## src/rtl/dual_issue_scheduler_if.sv

```systemverilog
// Fetch-side handshake, downstream control and issue-slot bus of the dual-issue scheduler.
// master = fetch/pipeline side driving the scheduler, slave = the scheduler itself.
interface dual_issue_scheduler_if #(
    parameter int CNT_W = 16
);
    logic             in_valid;
    logic             in_ready;
    logic [31:0]      in_pc;
    logic [31:0]      in_instr1;
    logic [31:0]      in_instr2;
    logic             stall;
    logic             flush;
    logic [31:0]      issue_pc;
    logic [31:0]      issue_instr1;
    logic [31:0]      issue_instr2;
    logic             issue_valid1;
    logic             issue_valid2;
    logic [CNT_W-1:0] split_count;

    modport master (
        output in_valid, in_pc, in_instr1, in_instr2, stall, flush,
        input  in_ready, issue_pc, issue_instr1, issue_instr2,
               issue_valid1, issue_valid2, split_count
    );

    modport slave (
        input  in_valid, in_pc, in_instr1, in_instr2, stall, flush,
        output in_ready, issue_pc, issue_instr1, issue_instr2,
               issue_valid1, issue_valid2, split_count
    );
endinterface

```

## src/rtl/dual_issue_scheduler.sv

```systemverilog
// Buffers one fetched instruction pair, checks intra-pair hazards and issues it
// either dual or split over two cycles into the ID/EX register.
module dual_issue_scheduler #(
    parameter int          CNT_W = 16,
    parameter logic [31:0] NOP   = 32'h0000_0000
) (
    input logic                   clk,
    input logic                   reset_n,
    dual_issue_scheduler_if.slave bus
);
    typedef enum logic [1:0] {
        S_EMPTY  = 2'd0,
        S_FULL   = 2'd1,
        S_SECOND = 2'd2
    } state_t;

    localparam logic [CNT_W-1:0] CNT_ONE = {{(CNT_W-1){1'b0}}, 1'b1};

    state_t           state_q, state_d;
    logic [31:0]      buf_pc_q, buf_pc_d;
    logic [31:0]      buf_i1_q, buf_i1_d;
    logic [31:0]      buf_i2_q, buf_i2_d;
    logic [31:0]      issue_pc_q, issue_pc_d;
    logic [31:0]      issue_i1_q, issue_i1_d;
    logic [31:0]      issue_i2_q, issue_i2_d;
    logic             issue_v1_q, issue_v1_d;
    logic             issue_v2_q, issue_v2_d;
    logic [CNT_W-1:0] split_cnt_q, split_cnt_d;

    logic [4:0] dst1, dst2;
    logic       mem1, mem2, ctrl1;
    logic       rs2_used, rt2_used;
    logic       raw, waw, dual_ok;
    logic       in_ready, accept;

    // Older instruction: only its destination, memory use and control flow matter.
    always_comb begin
        dst1  = 5'd0;
        mem1  = 1'b0;
        ctrl1 = 1'b0;
        case (buf_i1_q[31:26])
            6'h00: begin
                dst1  = buf_i1_q[15:11];
                ctrl1 = (buf_i1_q[5:0] == 6'h08);
            end
            6'h08, 6'h09, 6'h0C, 6'h0D: dst1 = buf_i1_q[20:16];
            6'h23: begin
                dst1 = buf_i1_q[20:16];
                mem1 = 1'b1;
            end
            6'h2B:                      mem1  = 1'b1;
            6'h02, 6'h04, 6'h05:        ctrl1 = 1'b1;
            6'h03: begin
                dst1  = 5'd31;
                ctrl1 = 1'b1;
            end
            default: ;
        endcase
    end

    // Younger instruction: its sources, destination and memory use.
    always_comb begin
        dst2     = 5'd0;
        mem2     = 1'b0;
        rs2_used = 1'b0;
        rt2_used = 1'b0;
        case (buf_i2_q[31:26])
            6'h00: begin
                dst2     = buf_i2_q[15:11];
                rs2_used = 1'b1;
                rt2_used = 1'b1;
            end
            6'h08, 6'h09, 6'h0C, 6'h0D: begin
                dst2     = buf_i2_q[20:16];
                rs2_used = 1'b1;
            end
            6'h23: begin
                dst2     = buf_i2_q[20:16];
                rs2_used = 1'b1;
                mem2     = 1'b1;
            end
            6'h2B: begin
                rs2_used = 1'b1;
                rt2_used = 1'b1;
                mem2     = 1'b1;
            end
            6'h04, 6'h05: begin
                rs2_used = 1'b1;
                rt2_used = 1'b1;
            end
            6'h03:   dst2 = 5'd31;
            default: ;
        endcase
    end

    assign raw = (dst1 != 5'd0) &&
                 ((rs2_used && (buf_i2_q[25:21] == dst1)) ||
                  (rt2_used && (buf_i2_q[20:16] == dst1)));
    assign waw     = (dst1 != 5'd0) && (dst1 == dst2);
    assign dual_ok = !ctrl1 && !raw && !waw && !(mem1 && mem2);

    assign in_ready = !bus.flush && !bus.stall &&
                      ((state_q == S_EMPTY) || (state_q == S_SECOND) ||
                       ((state_q == S_FULL) && dual_ok));
    assign accept   = bus.in_valid && in_ready;

    always_ff @(posedge clk or negedge reset_n) begin
        if (!reset_n) state_q <= S_EMPTY;
        else          state_q <= state_d;
    end

    always_comb begin
        state_d = state_q;
        if (bus.flush) begin
            state_d = S_EMPTY;
        end else if (!bus.stall) begin
            case (state_q)
                S_FULL:  state_d = !dual_ok ? S_SECOND : (accept ? S_FULL : S_EMPTY);
                default: state_d = accept ? S_FULL : S_EMPTY;
            endcase
        end
    end

    // Stall holds every register; flush and EMPTY both issue a bubble.
    always_comb begin
        issue_pc_d  = issue_pc_q;
        issue_i1_d  = issue_i1_q;
        issue_i2_d  = issue_i2_q;
        issue_v1_d  = issue_v1_q;
        issue_v2_d  = issue_v2_q;
        split_cnt_d = split_cnt_q;
        buf_pc_d    = accept ? bus.in_pc     : buf_pc_q;
        buf_i1_d    = accept ? bus.in_instr1 : buf_i1_q;
        buf_i2_d    = accept ? bus.in_instr2 : buf_i2_q;
        if (bus.flush || (!bus.stall && (state_q != S_FULL) && (state_q != S_SECOND))) begin
            issue_pc_d = 32'd0;
            issue_i1_d = NOP;
            issue_i2_d = NOP;
            issue_v1_d = 1'b0;
            issue_v2_d = 1'b0;
        end else if (!bus.stall && (state_q == S_FULL)) begin
            issue_pc_d = buf_pc_q;
            issue_i1_d = buf_i1_q;
            issue_i2_d = dual_ok ? buf_i2_q : NOP;
            issue_v1_d = 1'b1;
            issue_v2_d = dual_ok;
            if (!dual_ok && (split_cnt_q != {CNT_W{1'b1}}))
                split_cnt_d = split_cnt_q + CNT_ONE;
        end else if (!bus.stall) begin
            issue_pc_d = buf_pc_q + 32'd4;
            issue_i1_d = buf_i2_q;
            issue_i2_d = NOP;
            issue_v1_d = 1'b1;
            issue_v2_d = 1'b0;
        end
    end

    always_ff @(posedge clk or negedge reset_n) begin
        if (!reset_n) begin
            issue_pc_q  <= 32'd0;
            issue_i1_q  <= NOP;
            issue_i2_q  <= NOP;
            issue_v1_q  <= 1'b0;
            issue_v2_q  <= 1'b0;
            split_cnt_q <= '0;
            buf_pc_q    <= 32'd0;
            buf_i1_q    <= 32'd0;
            buf_i2_q    <= 32'd0;
        end else begin
            issue_pc_q  <= issue_pc_d;
            issue_i1_q  <= issue_i1_d;
            issue_i2_q  <= issue_i2_d;
            issue_v1_q  <= issue_v1_d;
            issue_v2_q  <= issue_v2_d;
            split_cnt_q <= split_cnt_d;
            buf_pc_q    <= buf_pc_d;
            buf_i1_q    <= buf_i1_d;
            buf_i2_q    <= buf_i2_d;
        end
    end

    assign bus.in_ready     = in_ready;
    assign bus.issue_pc     = issue_pc_q;
    assign bus.issue_instr1 = issue_i1_q;
    assign bus.issue_instr2 = issue_i2_q;
    assign bus.issue_valid1 = issue_v1_q;
    assign bus.issue_valid2 = issue_v2_q;
    assign bus.split_count  = split_cnt_q;
endmodule

```

## src/flat_wrapper.sv

```systemverilog
// flat-port wrapper written by rule: the top's interface ports become plain ports
module dual_issue_scheduler_flat 
#(
    parameter int          CNT_W = 16,
    parameter logic [31:0] NOP   = 32'h0000_0000
)
  (clk, reset_n, bus_in_valid, bus_in_pc, bus_in_instr1, bus_in_instr2, bus_stall, bus_flush, bus_in_ready, bus_issue_pc, bus_issue_instr1, bus_issue_instr2, bus_issue_valid1, bus_issue_valid2, bus_split_count);
  dual_issue_scheduler_if #(.CNT_W(CNT_W)) bus_i ();
  input logic clk;
  input logic reset_n;
  input wire logic [$bits(bus_i.in_valid)-1:0] bus_in_valid;
  input wire logic [$bits(bus_i.in_pc)-1:0] bus_in_pc;
  input wire logic [$bits(bus_i.in_instr1)-1:0] bus_in_instr1;
  input wire logic [$bits(bus_i.in_instr2)-1:0] bus_in_instr2;
  input wire logic [$bits(bus_i.stall)-1:0] bus_stall;
  input wire logic [$bits(bus_i.flush)-1:0] bus_flush;
  output wire logic [$bits(bus_i.in_ready)-1:0] bus_in_ready;
  output wire logic [$bits(bus_i.issue_pc)-1:0] bus_issue_pc;
  output wire logic [$bits(bus_i.issue_instr1)-1:0] bus_issue_instr1;
  output wire logic [$bits(bus_i.issue_instr2)-1:0] bus_issue_instr2;
  output wire logic [$bits(bus_i.issue_valid1)-1:0] bus_issue_valid1;
  output wire logic [$bits(bus_i.issue_valid2)-1:0] bus_issue_valid2;
  output wire logic [$bits(bus_i.split_count)-1:0] bus_split_count;
  assign bus_i.in_valid = bus_in_valid;
  assign bus_i.in_pc = bus_in_pc;
  assign bus_i.in_instr1 = bus_in_instr1;
  assign bus_i.in_instr2 = bus_in_instr2;
  assign bus_i.stall = bus_stall;
  assign bus_i.flush = bus_flush;
  assign bus_in_ready = bus_i.in_ready;
  assign bus_issue_pc = bus_i.issue_pc;
  assign bus_issue_instr1 = bus_i.issue_instr1;
  assign bus_issue_instr2 = bus_i.issue_instr2;
  assign bus_issue_valid1 = bus_i.issue_valid1;
  assign bus_issue_valid2 = bus_i.issue_valid2;
  assign bus_split_count = bus_i.split_count;
  dual_issue_scheduler #(.CNT_W(CNT_W), .NOP(NOP)) u_core (.clk(clk), .reset_n(reset_n), .bus(bus_i));
endmodule
```

## config.mk

```make
export PLATFORM = sky130hd
export DESIGN_NAME = dual_issue_scheduler_flat
export DESIGN_NICKNAME = d
export VERILOG_FILES = /design/src/rtl/dual_issue_scheduler_if.sv /design/src/rtl/dual_issue_scheduler.sv /design/src/flat_wrapper.sv
export SDC_FILE = /design/constraint.sdc
export NUM_CORES = 1
export LEC_CHECK = 0
export CELL_PAD_IN_SITES_DETAIL_PLACEMENT = 2
export CELL_PAD_IN_SITES_GLOBAL_PLACEMENT = 2
export CORE_UTILIZATION = 35
export DETAILED_ROUTE_END_ITERATION = 8
export PLACE_DENSITY_LB_ADDON = 0.1
export REMOVE_ABC_BUFFERS = 1
export SETUP_SLACK_MARGIN = 0.2
export SLEW_MARGIN = 5
export SYNTH_ARGS = -nofsm -noshare
export SYNTH_HDL_FRONTEND = slang
export SYNTH_SLANG_ARGS = --single-unit
```

## constraint.sdc

```tcl
create_clock -name clk -period 5.7 [get_ports clk]
set_input_delay 0.57 -clock clk [delete_from_list [all_inputs] [get_ports clk]]
set_output_delay 0.57 -clock clk [all_outputs]
set_load 0.01 [all_outputs]
```

==> metrics.csv <==
stage,metric,value,unit
detailed_routing,residual DRC count,0,
logic_synthesis,Mapped Avg Cell Area,11.5,µm²
detailed_routing,1st-pass router iterations,4,
layout,"most common cell after layout, fill and taps aside",clkdlybuf4s50_1,
power_and_ir_drop,Leak,5.54,nW
cts,root buffer cell,clkbuf_16,
min_path,Worst Hold Class,in2async,
placement,Final Wtd Congestion,0.785,
logic_synthesis,sequential area share after synthesis,0.539,
job,Max Cap Viol,0,
worst_setup_path,crit path capture type,output pin,
die,die height,170,µm
cts,clk sinks,212,
logic_synthesis,Yosys reg bits,212,
logic_synthesis,ys async rst share,1.00,
layout,most frequent cells in the layout,"213 x clkdlybuf4s50_1, 212 x dfrtp_1, 87 x nand2_1, 68 x mux2_2, 53 x nor2_1",
layout,layout cells sized above 1,0.159,
sta,final hold slack,68.0,ps
cts,Worst-path clk slew,60,ps
logic_synthesis,biggest area consumer among synthesized cells,dfrtp_1,
grt,largest net degree at the start of global routing,100,
detailed_routing,Avg WL per Cell,21.7,µm
power_and_ir_drop,PD cells,340,nW/µm²
worst_setup_path,Worst path most repeated cell,nor4_2,
sta,max-slew violation count,0,
cts,CTS H-Tree Depth,1,
status,status,completed,
grt,first-pass GRT wire length,49.2,mm
power_and_ir_drop,worst IR drop on VDD,0.195,mV
logic_synthesis,post-synth cell types,61,
logic_synthesis,Yosys top cell area share,0.539,
sta,final setup vio count,0,
placement,post-DP HPWL,20.8,mm
sta,Max-slew headroom,0.176,
logic_synthesis,Post-Syn Area,9840,µm²
detailed_routing,via count,7683,
layout,Nets,1156,
die,Ports,216,
cts,worst skew pair latency,530,ps
worst_setup_path,WP buf/inv,1,
worst_setup_path,Critical-path top delay cell,nor4_2,
cts,CTS Hold Bufs,0,
detailed_routing,Via-to-Cell Ratio,5.31,
sta,setup_tns,0,ps
worst_setup_path,CP top delay family,simple AND/OR/NAND/NOR gates,
detailed_routing,total wire length,31.4,mm
logic_synthesis,Post-synth EDFFs,0,
cts,Post CTS Setup Buffer Count,0,
cts,cts repair resizes,0,
sta,Final Hold Fails,0,
sta,Fmax,236,MHz
layout,final core utilization,0.475,
sta,Worst Max-Slew Pin Slew,1230,ps
grt,number of global-route vias before repair,8453,
placement,Post-DP Area,12300,µm²
sta,Worst Skew,15.8,ps
grt,Overflow after GRT,0,
cts,Clock Tree Buf Depth,3,
placement,IO Port Bufs,215,
layout,Ant. Diodes,0,
worst_setup_path,crit-path cells,"nor4_2, o21ai_0, a211oi_1, nor4_1, and4_1, nor4_2, o21a_1, clkdlybuf4s50_1",
worst_setup_path,CP startpoint kind,flip-flop,
die,core area,27700,µm²
logic_synthesis,Yosys warning total,0,
die,Rows,61,
logic_synthesis,Post-Syn Instances,858,
logic_synthesis,synth top area cells,"dfrtp_1 54%, mux2_2 7.8%, mux2_4 4.4%, nand2_1 3.3%, a32o_1 3.3%",
worst_setup_path,Critical Path AT,3670,ps
sta,Final min period,4240,ps
die,die area,28800,µm²
sta,RSZ-0062 raised after global routing,no,
cts,CTS tree,yes,
worst_setup_path,"Max FO, Critical Path",11,
die,Starting Density,0.355,
worst_setup_path,WS Path Type,reg2out,
cts,CTS Buf Count,25,
grt,initial antenna violation count,0,
layout,area grow syn2layout,33.7,%
die,die width,170,µm
worst_setup_path,CP required,5130,ps
logic_synthesis,prevailing post-synth register cell,dfrtp_1,
worst_setup_path,CP max stage delay,570,ps
sta,Tcrit/Tclk final,0.745,
detailed_routing,Antenna Violating Nets Remaining,0,
detailed_routing,Initial DRC Count,378,
grt,GRT Overall Usage,0.221,
layout,post-route cell area,13200,µm²
## worst paths after layout
path,from,to,slack (ps),cells after the start
max in group asynchronous,reset_n,u_core.bus.issue_pc[13],4300,2
max,u_core.buf_i2_q[29],bus_in_ready,1460,8
max reg2reg,u_core.buf_i1_q[29],u_core.buf_i1_q[2],1690,9
min,reset_n,u_core.bus.issue_instr2[15],70,1
min in group clk,u_core.bus.issue_instr1[18],u_core.bus.issue_instr1[18],470,2
min reg2reg,u_core.bus.issue_instr1[18],u_core.bus.issue_instr1[18],470,2
## power by group
part	switching, mW	internal (mW)
clock	0.638	0.979
sequential	0.272	1.71
combinational	0.429	0.452
total	1.34	3.14
## synth_stat cells, types with 6 or more instances
library cell,instances
o21ai_0,32
dfrtp_1,212
mux2_2,68
xor2_1,29
nand2_1,87
mux2_4,29
nor2_1,53
xnor2_1,21
inv_1,8
clkbuf_1,38
nor3b_1,13
nand3_1,22
o31ai_1,35
a21oi_1,20
a32o_1,32
and4_1,6
nor3_1,38
nand4_1,8
buf_2,15
## per-layer routing
layer  vias up  track usage  part of all wire
li1       3488            -                 -
met1      3987        0.271              0.42
met2       161        0.390              0.51
met3        47       0.0497             0.056
met4         0       0.0548             0.021
met5         -            0                 0
## layout make-up
class | count | area (µm²)
flip-flops and latches | 212 | 5310
multi-input cells | 579 | 4270
clock buffers | 40 | 782
repair buffers | 227 | 2240
inverters | 8 | 30.0
well taps | 378 | 473
clock inverters | 4 | 52.6
fillers | 2778 | 14500
## through the flow
step	power, mW	std cells	setup slack, ps
global placement	2.84	1404	1770
global route	4.69	1448	1170
CTS	4.54	1448	1430
detailed placement	2.89	1404	1710
finish	4.48	1448	1460
floorplan	2.46	799	232
## logic make-up after synthesis
group           after synthesis  synth area share
fa+ha+maj                     2           0.00254
buf+inv                      67            0.0305
mux                          98             0.123
simple gates                270             0.140
flops                       212             0.539
compound gates              159             0.120
xor+xnor                     50            0.0445
## state kept, by name, summed over array words and instances, names as in the netlist
| name | cells |
|---|---|
| u_core.buf_pc_q | 32 |
| u_core.buf_i2_q | 32 |
| u_core.bus.issue_valid1 | 1 |
| u_core.bus.issue_instr2 | 32 |
| u_core.bus.split_count | 16 |
| u_core.bus.issue_pc | 32 |
| u_core.bus.issue_instr1 | 32 |
| u_core.buf_i1_q | 32 |
| u_core.state_q | 2 |
| u_core.bus.issue_valid2 | 1 |
No activity file was read; power rests on OpenSTA's default activity.
